### src/rtl/fir_frame_collector_if.sv
`default_nettype none
// ============================================================================
//  Module      : fir_frame_collector_if
//  Description : Bundle of the sample-input, flush, frame-output and status
//                signals of fir_frame_collector.
//                  in_valid / in_data  : FIR output tuple (no backpressure)
//                  flush               : discard the partial frame
//                  out_valid/out_ready : ready/valid handshake of the head frame
//                  out_frame / out_sum : head frame (element 0 in [63:48]) and
//                                        its exact signed 18-bit sum
//                  fill / overflow     : partial-frame depth, sticky drop flag
//                slave  : collector side
//                master : producer/consumer side
//  Revision    : 1.0 - initial release
// ============================================================================
interface fir_frame_collector_if;
    logic               in_valid;
    logic signed [15:0] in_data;
    logic               flush;
    logic               out_valid;
    logic               out_ready;
    logic [63:0]        out_frame;
    logic signed [17:0] out_sum;
    logic [1:0]         fill;
    logic               overflow;

    modport slave (
        input  in_valid, in_data, flush, out_ready,
        output out_valid, out_frame, out_sum, fill, overflow
    );

    modport master (
        output in_valid, in_data, flush, out_ready,
        input  out_valid, out_frame, out_sum, fill, overflow
    );
endinterface
`default_nettype wire

### src/rtl/fir_frame_collector.sv
`default_nettype none
// ============================================================================
//  Module      : fir_frame_collector
//  Description : Packs every four valid FIR samples into a 64-bit frame plus
//                its exact 18-bit signed sum and queues it in a 2-entry FIFO
//                with a ready/valid output. The input cannot be stalled, so a
//                frame completing while the FIFO is full (and not popping) is
//                dropped and the sticky overflow flag is raised.
//  Ports       : clk  - single clock, rising edge
//                rst  - synchronous active-high reset
//                bus  - fir_frame_collector_if.slave (samples, flush,
//                       frame handshake, fill, overflow)
//  Revision    : 1.0 - initial release
// ============================================================================
module fir_frame_collector (
    input  wire logic             clk,
    input  wire logic             rst,
    fir_frame_collector_if.slave  bus
);

    // ------------------------------------------------------------------
    // Assembly stage
    // ------------------------------------------------------------------
    logic [1:0]         cnt_q,  cnt_d;
    logic signed [17:0] sum_q,  sum_d;
    // Element 3 never needs storage: it is taken straight from in_data
    // on the completing cycle.
    logic [15:0]        elem0_q, elem1_q, elem2_q;

    logic               accept;
    logic               last;
    logic signed [17:0] sample_ext;
    logic signed [17:0] sum_new;
    logic [63:0]        frame_new;

    // ------------------------------------------------------------------
    // Frame FIFO (2 entries)
    // ------------------------------------------------------------------
    logic [63:0]        frame_mem_q [2];
    logic signed [17:0] sum_mem_q   [2];
    logic               rd_ptr_q, wr_ptr_q;
    logic [1:0]         count_q, count_d;
    logic               overflow_q;

    logic               pop;
    logic               full;
    logic               push_ok;
    logic               drop;

    always_comb begin
        accept     = bus.in_valid && !bus.flush;
        last       = accept && (cnt_q == 2'd3);
        sample_ext = {{2{bus.in_data[15]}}, bus.in_data};
        sum_new    = sum_q + sample_ext;
        frame_new  = {elem0_q, elem1_q, elem2_q, bus.in_data};

        // Flush wins over a sample presented in the same cycle.
        cnt_d = cnt_q;
        sum_d = sum_q;
        if (bus.flush) begin
            cnt_d = 2'd0;
            sum_d = 18'sd0;
        end else if (accept) begin
            cnt_d = cnt_q + 2'd1;   // 3 wraps to 0 naturally
            sum_d = last ? 18'sd0 : sum_new;
        end
    end

    always_comb begin
        pop     = (count_q != 2'd0) && bus.out_ready;
        full    = (count_q == 2'd2);
        // A pop in the same cycle frees the slot for the incoming frame.
        push_ok = last && (!full || pop);
        drop    = last && full && !pop;

        count_d = count_q;
        case ({push_ok, pop})
            2'b10:   count_d = count_q + 2'd1;
            2'b01:   count_d = count_q - 2'd1;
            default: count_d = count_q;
        endcase
    end

    always_ff @(posedge clk) begin
        if (rst) begin
            cnt_q          <= 2'd0;
            sum_q          <= 18'sd0;
            elem0_q        <= 16'd0;
            elem1_q        <= 16'd0;
            elem2_q        <= 16'd0;
            frame_mem_q[0] <= 64'd0;
            frame_mem_q[1] <= 64'd0;
            sum_mem_q[0]   <= 18'sd0;
            sum_mem_q[1]   <= 18'sd0;
            rd_ptr_q       <= 1'b0;
            wr_ptr_q       <= 1'b0;
            count_q        <= 2'd0;
            overflow_q     <= 1'b0;
        end else begin
            cnt_q   <= cnt_d;
            sum_q   <= sum_d;
            count_q <= count_d;

            if (accept) begin
                case (cnt_q)
                    2'd0:    elem0_q <= bus.in_data;
                    2'd1:    elem1_q <= bus.in_data;
                    2'd2:    elem2_q <= bus.in_data;
                    default: ;
                endcase
            end

            if (push_ok) begin
                frame_mem_q[wr_ptr_q] <= frame_new;
                sum_mem_q[wr_ptr_q]   <= sum_new;
                wr_ptr_q              <= ~wr_ptr_q;
            end

            if (pop) begin
                rd_ptr_q <= ~rd_ptr_q;
            end

            if (drop) begin
                overflow_q <= 1'b1;
            end
        end
    end

    // Outputs come straight from registers; out_valid has no path from
    // out_ready.
    assign bus.out_valid = (count_q != 2'd0);
    assign bus.out_frame = frame_mem_q[rd_ptr_q];
    assign bus.out_sum   = sum_mem_q[rd_ptr_q];
    assign bus.fill      = cnt_q;
    assign bus.overflow  = overflow_q;

endmodule
`default_nettype wire

### src/flat_wrapper.sv
// flat-port wrapper written by rule: the top's interface ports become plain ports
module fir_frame_collector_flat 
  (clk, rst, bus_in_valid, bus_in_data, bus_flush, bus_out_ready, bus_out_valid, bus_out_frame, bus_out_sum, bus_fill, bus_overflow);
  fir_frame_collector_if bus_i ();
  input  wire logic clk;
  input  wire logic rst;
  input wire logic [$bits(bus_i.in_valid)-1:0] bus_in_valid;
  input wire logic [$bits(bus_i.in_data)-1:0] bus_in_data;
  input wire logic [$bits(bus_i.flush)-1:0] bus_flush;
  input wire logic [$bits(bus_i.out_ready)-1:0] bus_out_ready;
  output wire logic [$bits(bus_i.out_valid)-1:0] bus_out_valid;
  output wire logic [$bits(bus_i.out_frame)-1:0] bus_out_frame;
  output wire logic [$bits(bus_i.out_sum)-1:0] bus_out_sum;
  output wire logic [$bits(bus_i.fill)-1:0] bus_fill;
  output wire logic [$bits(bus_i.overflow)-1:0] bus_overflow;
  assign bus_i.in_valid = bus_in_valid;
  assign bus_i.in_data = bus_in_data;
  assign bus_i.flush = bus_flush;
  assign bus_i.out_ready = bus_out_ready;
  assign bus_out_valid = bus_i.out_valid;
  assign bus_out_frame = bus_i.out_frame;
  assign bus_out_sum = bus_i.out_sum;
  assign bus_fill = bus_i.fill;
  assign bus_overflow = bus_i.overflow;
  fir_frame_collector u_core (.clk(clk), .rst(rst), .bus(bus_i));
endmodule
### config.mk
export PLATFORM = sky130hd
export DESIGN_NAME = fir_frame_collector_flat
export DESIGN_NICKNAME = d
export VERILOG_FILES = /design/src/rtl/fir_frame_collector_if.sv /design/src/rtl/fir_frame_collector.sv /design/src/flat_wrapper.sv
export SDC_FILE = /design/constraint.sdc
export NUM_CORES = 1
export LEC_CHECK = 0
export BUFFER_PORTS_ARGS = -buffer_cell sky130_fd_sc_hd__buf_2
export CAP_MARGIN = 20
export CORE_ASPECT_RATIO = 1.4
export CORE_MARGIN = 2
export CORE_UTILIZATION = 51
export DETAILED_ROUTE_END_ITERATION = 8
export PLACE_DENSITY = 0.79
export SYNTH_ARGS = -nofsm -noshare
export SYNTH_HDL_FRONTEND = slang
export SYNTH_SLANG_ARGS = --single-unit
### constraint.sdc
create_clock -name clk -period 5.7 [get_ports clk]
set_input_delay 1.14 -clock clk [delete_from_list [all_inputs] [get_ports clk]]
set_output_delay 1.14 -clock clk [all_outputs]
set_load 0.005 [all_outputs]
Word-level counts from Yosys, hierarchy flattened
Memory sizes are Yosys's and may differ from the RTL's. A register that Yosys moved wholly into a read port is not among the register bits. Index checks and enable logic that the tools add are counted.

Memories kept: 2. Memory bits (writable): 164. Flip-flop bits (word level): 73. Word-level logic and storage cells: 59.

Bitwise logic cells: 2. Add/sub/neg operators: 4. Equality and inequality tests: 6. Reductions and logical operators: 19. Multiplexer cells: 17.

Memory list: u_core.frame_mem_q (words 2, width 64, rd ports 1, clocked after Yosys merged registers in 1, wr ports 2, RTL line fir_frame_collector.sv:39) `logic [63:0] frame_mem_q [2];`; u_core.sum_mem_q (words 2, width 18, rd ports 1, clocked after Yosys merged registers in 1, wr ports 2, RTL line fir_frame_collector.sv:40) `logic signed [17:0] sum_mem_q [2];`.

Operators by type and width (count): two-way mux 64 bit (1); OR reduction 64 bit (1); two-way mux 18 bit (2); adder 18 x 16 -> 18 bit (1); OR reduction 18 bit (1); two-way mux 1 bit (13); equality test 2 bit, second input constant (4); logical AND 1 bit (6); AND reduction 2 bit (3); adder 2 x 1 -> 2 bit, second input constant (2); equality test 2 x 1 -> 1 bit, second input constant (2); case mux 2 bit (2 select lines) (1); nonzero test 2 bit (2); logical NOT 1 bit (3); logical NOT 2 bit (1); inverter 1 bit (2); OR reduction 2 bit (1); subtractor 2 x 1 -> 2 bit, second input constant (1); logical OR 1 bit (1).

Logic depth before layout (Yosys ltp)
Depth after elaboration: 9. Gate-level depth with buffers: 10. Depth with buffers taken out: 10.

Worst setup path after synthesis
No wires, ideal clock.

Kind: input-to-reg. Start: input port bus_flush. End: memory u_core.frame_mem_q[0][0] (enable). Arrival time: 5627 ps. Slack: -466 ps. Stages on the path: 5. Cell sequence: and2b_1 > buf_4 > nand2_1 > a21o_1 > o21bai_1.

RTL lines: start, declared (RTL line flat_wrapper.sv:9) `input wire logic [$bits(bus_i.flush)-1:0] bus_flush;`; end, declared (RTL line fir_frame_collector.sv:39).

==> impl_metrics.toml <==
[timing]
tightestPinTransition_ps = 1012
slew_violations = 0
relSlewSlack_pct = 32.56
fmax_ghz = 0.2715
fin_crit_sh_pct = 64.62
final.setup.tns_ps = 0
rsz0062_at_grt = "no"
fin_crit_ps = 3683
worst_slack_ps = 2017
setup_violations = 0
finalClockSkew_ps = 16.05
hold_viol_final = 0

[clock_tree]
cts_tree = "yes"
clkSinkCount = 238
clk_latency_ps = 510
htree_num_levels = 1
clk_pin_slew_ps = 60
cts_inserted_buffers = 22
cts_root_buffer = "clkbuf_16"
postCtsSetupRepairBufs = 0
hold_buffers = 0
cts_resized = 0
clockBufferDepth = 3

[critical_path]
rr_startpoint = "u_core.bus.fill[0]"
cp_num_buf_inv = 2
critical-path-top-delay-family = "simple AND/OR/NAND/NOR gates"
slowest_stage = "nand2b_4"
critical_path.most_common_cell = "nand2_1"
crit_path_cell_trace = "buf_2 > and2b_1 > nand2_1 > a21o_1 > nor2_2 > nand2_1 > nand2b_4 > buf_12"
critPathLaunch = "bus_flush"
endpoint_kind = "flip-flop"
crit_required_ps = 5870
rr_endpoint = "u_core.frame_mem_q[1][7]"
rrSetupSlack_ps = 2620
worstPathArrival_ps = 3850
critical_path.startpoint_type = "primary input"
reg2regPathDepth = 7
crit_type = "in2reg"
crit_fanout = 57
slowest_delay_ps = 570

[place]
placed_cells = 1216
post-place-ws_ps = 1517
io_buffers = 106
globalplace.congestion = 0.9204
placed_area_um2 = 11310
post-dp-hpwl_um = 15500

[power_and_ir_drop]
ir_worst_vdd_mv = 0.1677
p_total_mw = 3.700
power_density_nw_per_um2 = 305.9
p_leak_nw = 4.853

[synthesis]
synth_edf_count = 164
syn_nets = 951
yosysWarnings = 0
synth_area_um2 = 10640
synth_ff_type = "edfxtp_1"
ys_types = 60
synth_seq_cells = 238
syn_avg_cell_area_um2 = 11.72
async_flop_share_pct = 0
synth_common_cells = "edfxtp_1 (164), nand2_1 (127), mux2_2 (82)"
synthCells = 908
yosysSeqAreaShare_pct = 60.21
synth_top_area_share_pct = 46.28
yosysMostFrequentCell = "edfxtp_1"
ys_top_cells_by_area = "edfxtp_1 (46%), dfxtp_1 (14%), mux2_2 (8.7%)"
synth_top_area_cell = "edfxtp_1"

[global_route]
track_usage_pct = 21.99
grt_pass1_wl_um = 38250
antenna_found_initial = 0
grt_max_degree = 69
first_global_vias = 7151
grt_overflow = 0

[outcome]
status = "finished clean"

[hold_path]
min_from = "u_core.sum_q[6]"
min_to = "u_core.sum_q[6]"
hold_path.class = "reg2reg"
worstHoldPathCells = 2

[floorplan]
die_width_um = 126.1
core-area_um2 = 20480
pin_count = 107
start_util_pct = 51.96
die-height_um = 174.9
rows = 62
dieArea_um2 = 22050

[layout]
drive_above_1_share_pct = 24.80
stdcell_count = 1256
nets = 1027
antennaDiodeCount = 0
syn_to_final_growth_pct = 13.68
seq_area_um2 = 6410
stdcell_area_um2 = 12100
nFillCells = 1654
multi_input_area_um2 = 3930

[routing]
drtIter0Drc = 540
vias_per_cell = 5.770
ant_nets = 0
wl_per_cell_um = 19.71
drc = 0
drt_wl_total_um = 24760
num_vias = 7247
firstDrtPassIters = 4

[run]
maxCapViolCount = 0
metal layers:
layer | share of wire [%] | vias to the layer above | wire (um) | track usage (%)
met5 | 0 | - | 0 | 0
met4 | 3.7 | 0 | 910 | 8.791
met3 | 6.2 | 59 | 1531 | 2.511
met2 | 51 | 262 | 12570 | 37.93
met1 | 39 | 3546 | 9746 | 28.35
li1 | - | 3380 | - | -
report_power, final:
| group | switching [mW] | total, mW | internal, mW |
|---|---|---|---|
| logic | 0.136 | 0.209 | 0.0738 |
| registers | 0.0183 | 1.91 | 1.89 |
| clock network | 0.625 | 1.58 | 0.958 |
area by class of cell:
type                    instances  area share, %
flip-flops and latches        238          52.99
multi-input cells             600          32.49
clock buffers                  29          5.193
repair buffers                115          5.152
well taps                     256          2.648
clock inverters                11          1.303
inverters                       7         0.2172
worst register-to-register path, cell delays in order, from the launching register on:
cell and delay, ps:
dfxtp_1 450, ha_1 240, nand2_1 140, a21o_1 300
nor2_2 140, nand2_1 500, nand2b_4 580, buf_12 370
worst max-delay path by stage:
| stage | cells past startpoint | to |
|---|---|---|
| final | 8 | u_core.frame_mem_q[1][7] |
| after global routing | 8 | u_core.frame_mem_q[1][56] |
| after CTS | 8 | u_core.frame_mem_q[1][52] |
| after detailed placement | 8 | u_core.frame_mem_q[1][7] |
| after global placement | 8 | u_core.frame_mem_q[1][7] |
| after floorplan | 8 | u_core.frame_mem_q[1][0] |
metrics by stage:
step           hold WS [ps]  utilization [%]
5_1_grt               484.6            59.06
3_5_place_dp          448.3            55.22
4_1_cts               457.0            59.06
3_3_place_gp          441.6            55.22
6_report              453.4            59.06
2_1_floorplan         429.1                -
cell usage in the layout, fill, tap and decap left out, drive strengths merged, types with 3 or more instances in the layout:
cell    netlist  layout
a211oi        4       4
a21o          4       4
a21oi        70      70
and2         68      68
and3         64      64
buf          11     115
bufinv        0       4
clkbuf       51      29
clkinv        0       5
dfxtp        74      74
edfxtp      164     164
ha           21      21
inv           7       7
mux2         82      82
nand2       127     127
nand2b        3       3
nand3         6       6
nand3b        3       3
nand4         3       3
nor2         58      58
nor3         10      10
o211ai        3       3
o21a          4       4
o21ai        11      11
or3          11      11
xnor2         9       9
xor2          7       7
logic make-up after synthesis:
group / count (synthesis) / synth area share, %
AO/OA/AOI/OAI: 114 / 6.550
adder cells (fa/ha/maj): 22 / 2.658
XOR/XNOR: 17 / 1.529
buffers and inverters: 70 / 3.116
AND/OR/NAND/NOR: 364 / 17.17
multiplexers: 83 / 8.772
flip-flops: 238 / 60.21
registers in the layout, indices dropped and copies added (netlist names), named ones only:
register	cells
u_core.frame_mem_q	128
u_core.sum_mem_q	36
u_core.sum_q	18
u_core.elem0_q	16
u_core.elem1_q	16
u_core.elem2_q	16
u_core.bus.fill	2
u_core.count_q	2
u_core.bus.overflow	1
u_core.rd_ptr_q	1
u_core.wr_ptr_q	1
Power figures use the tool's default switching activity.
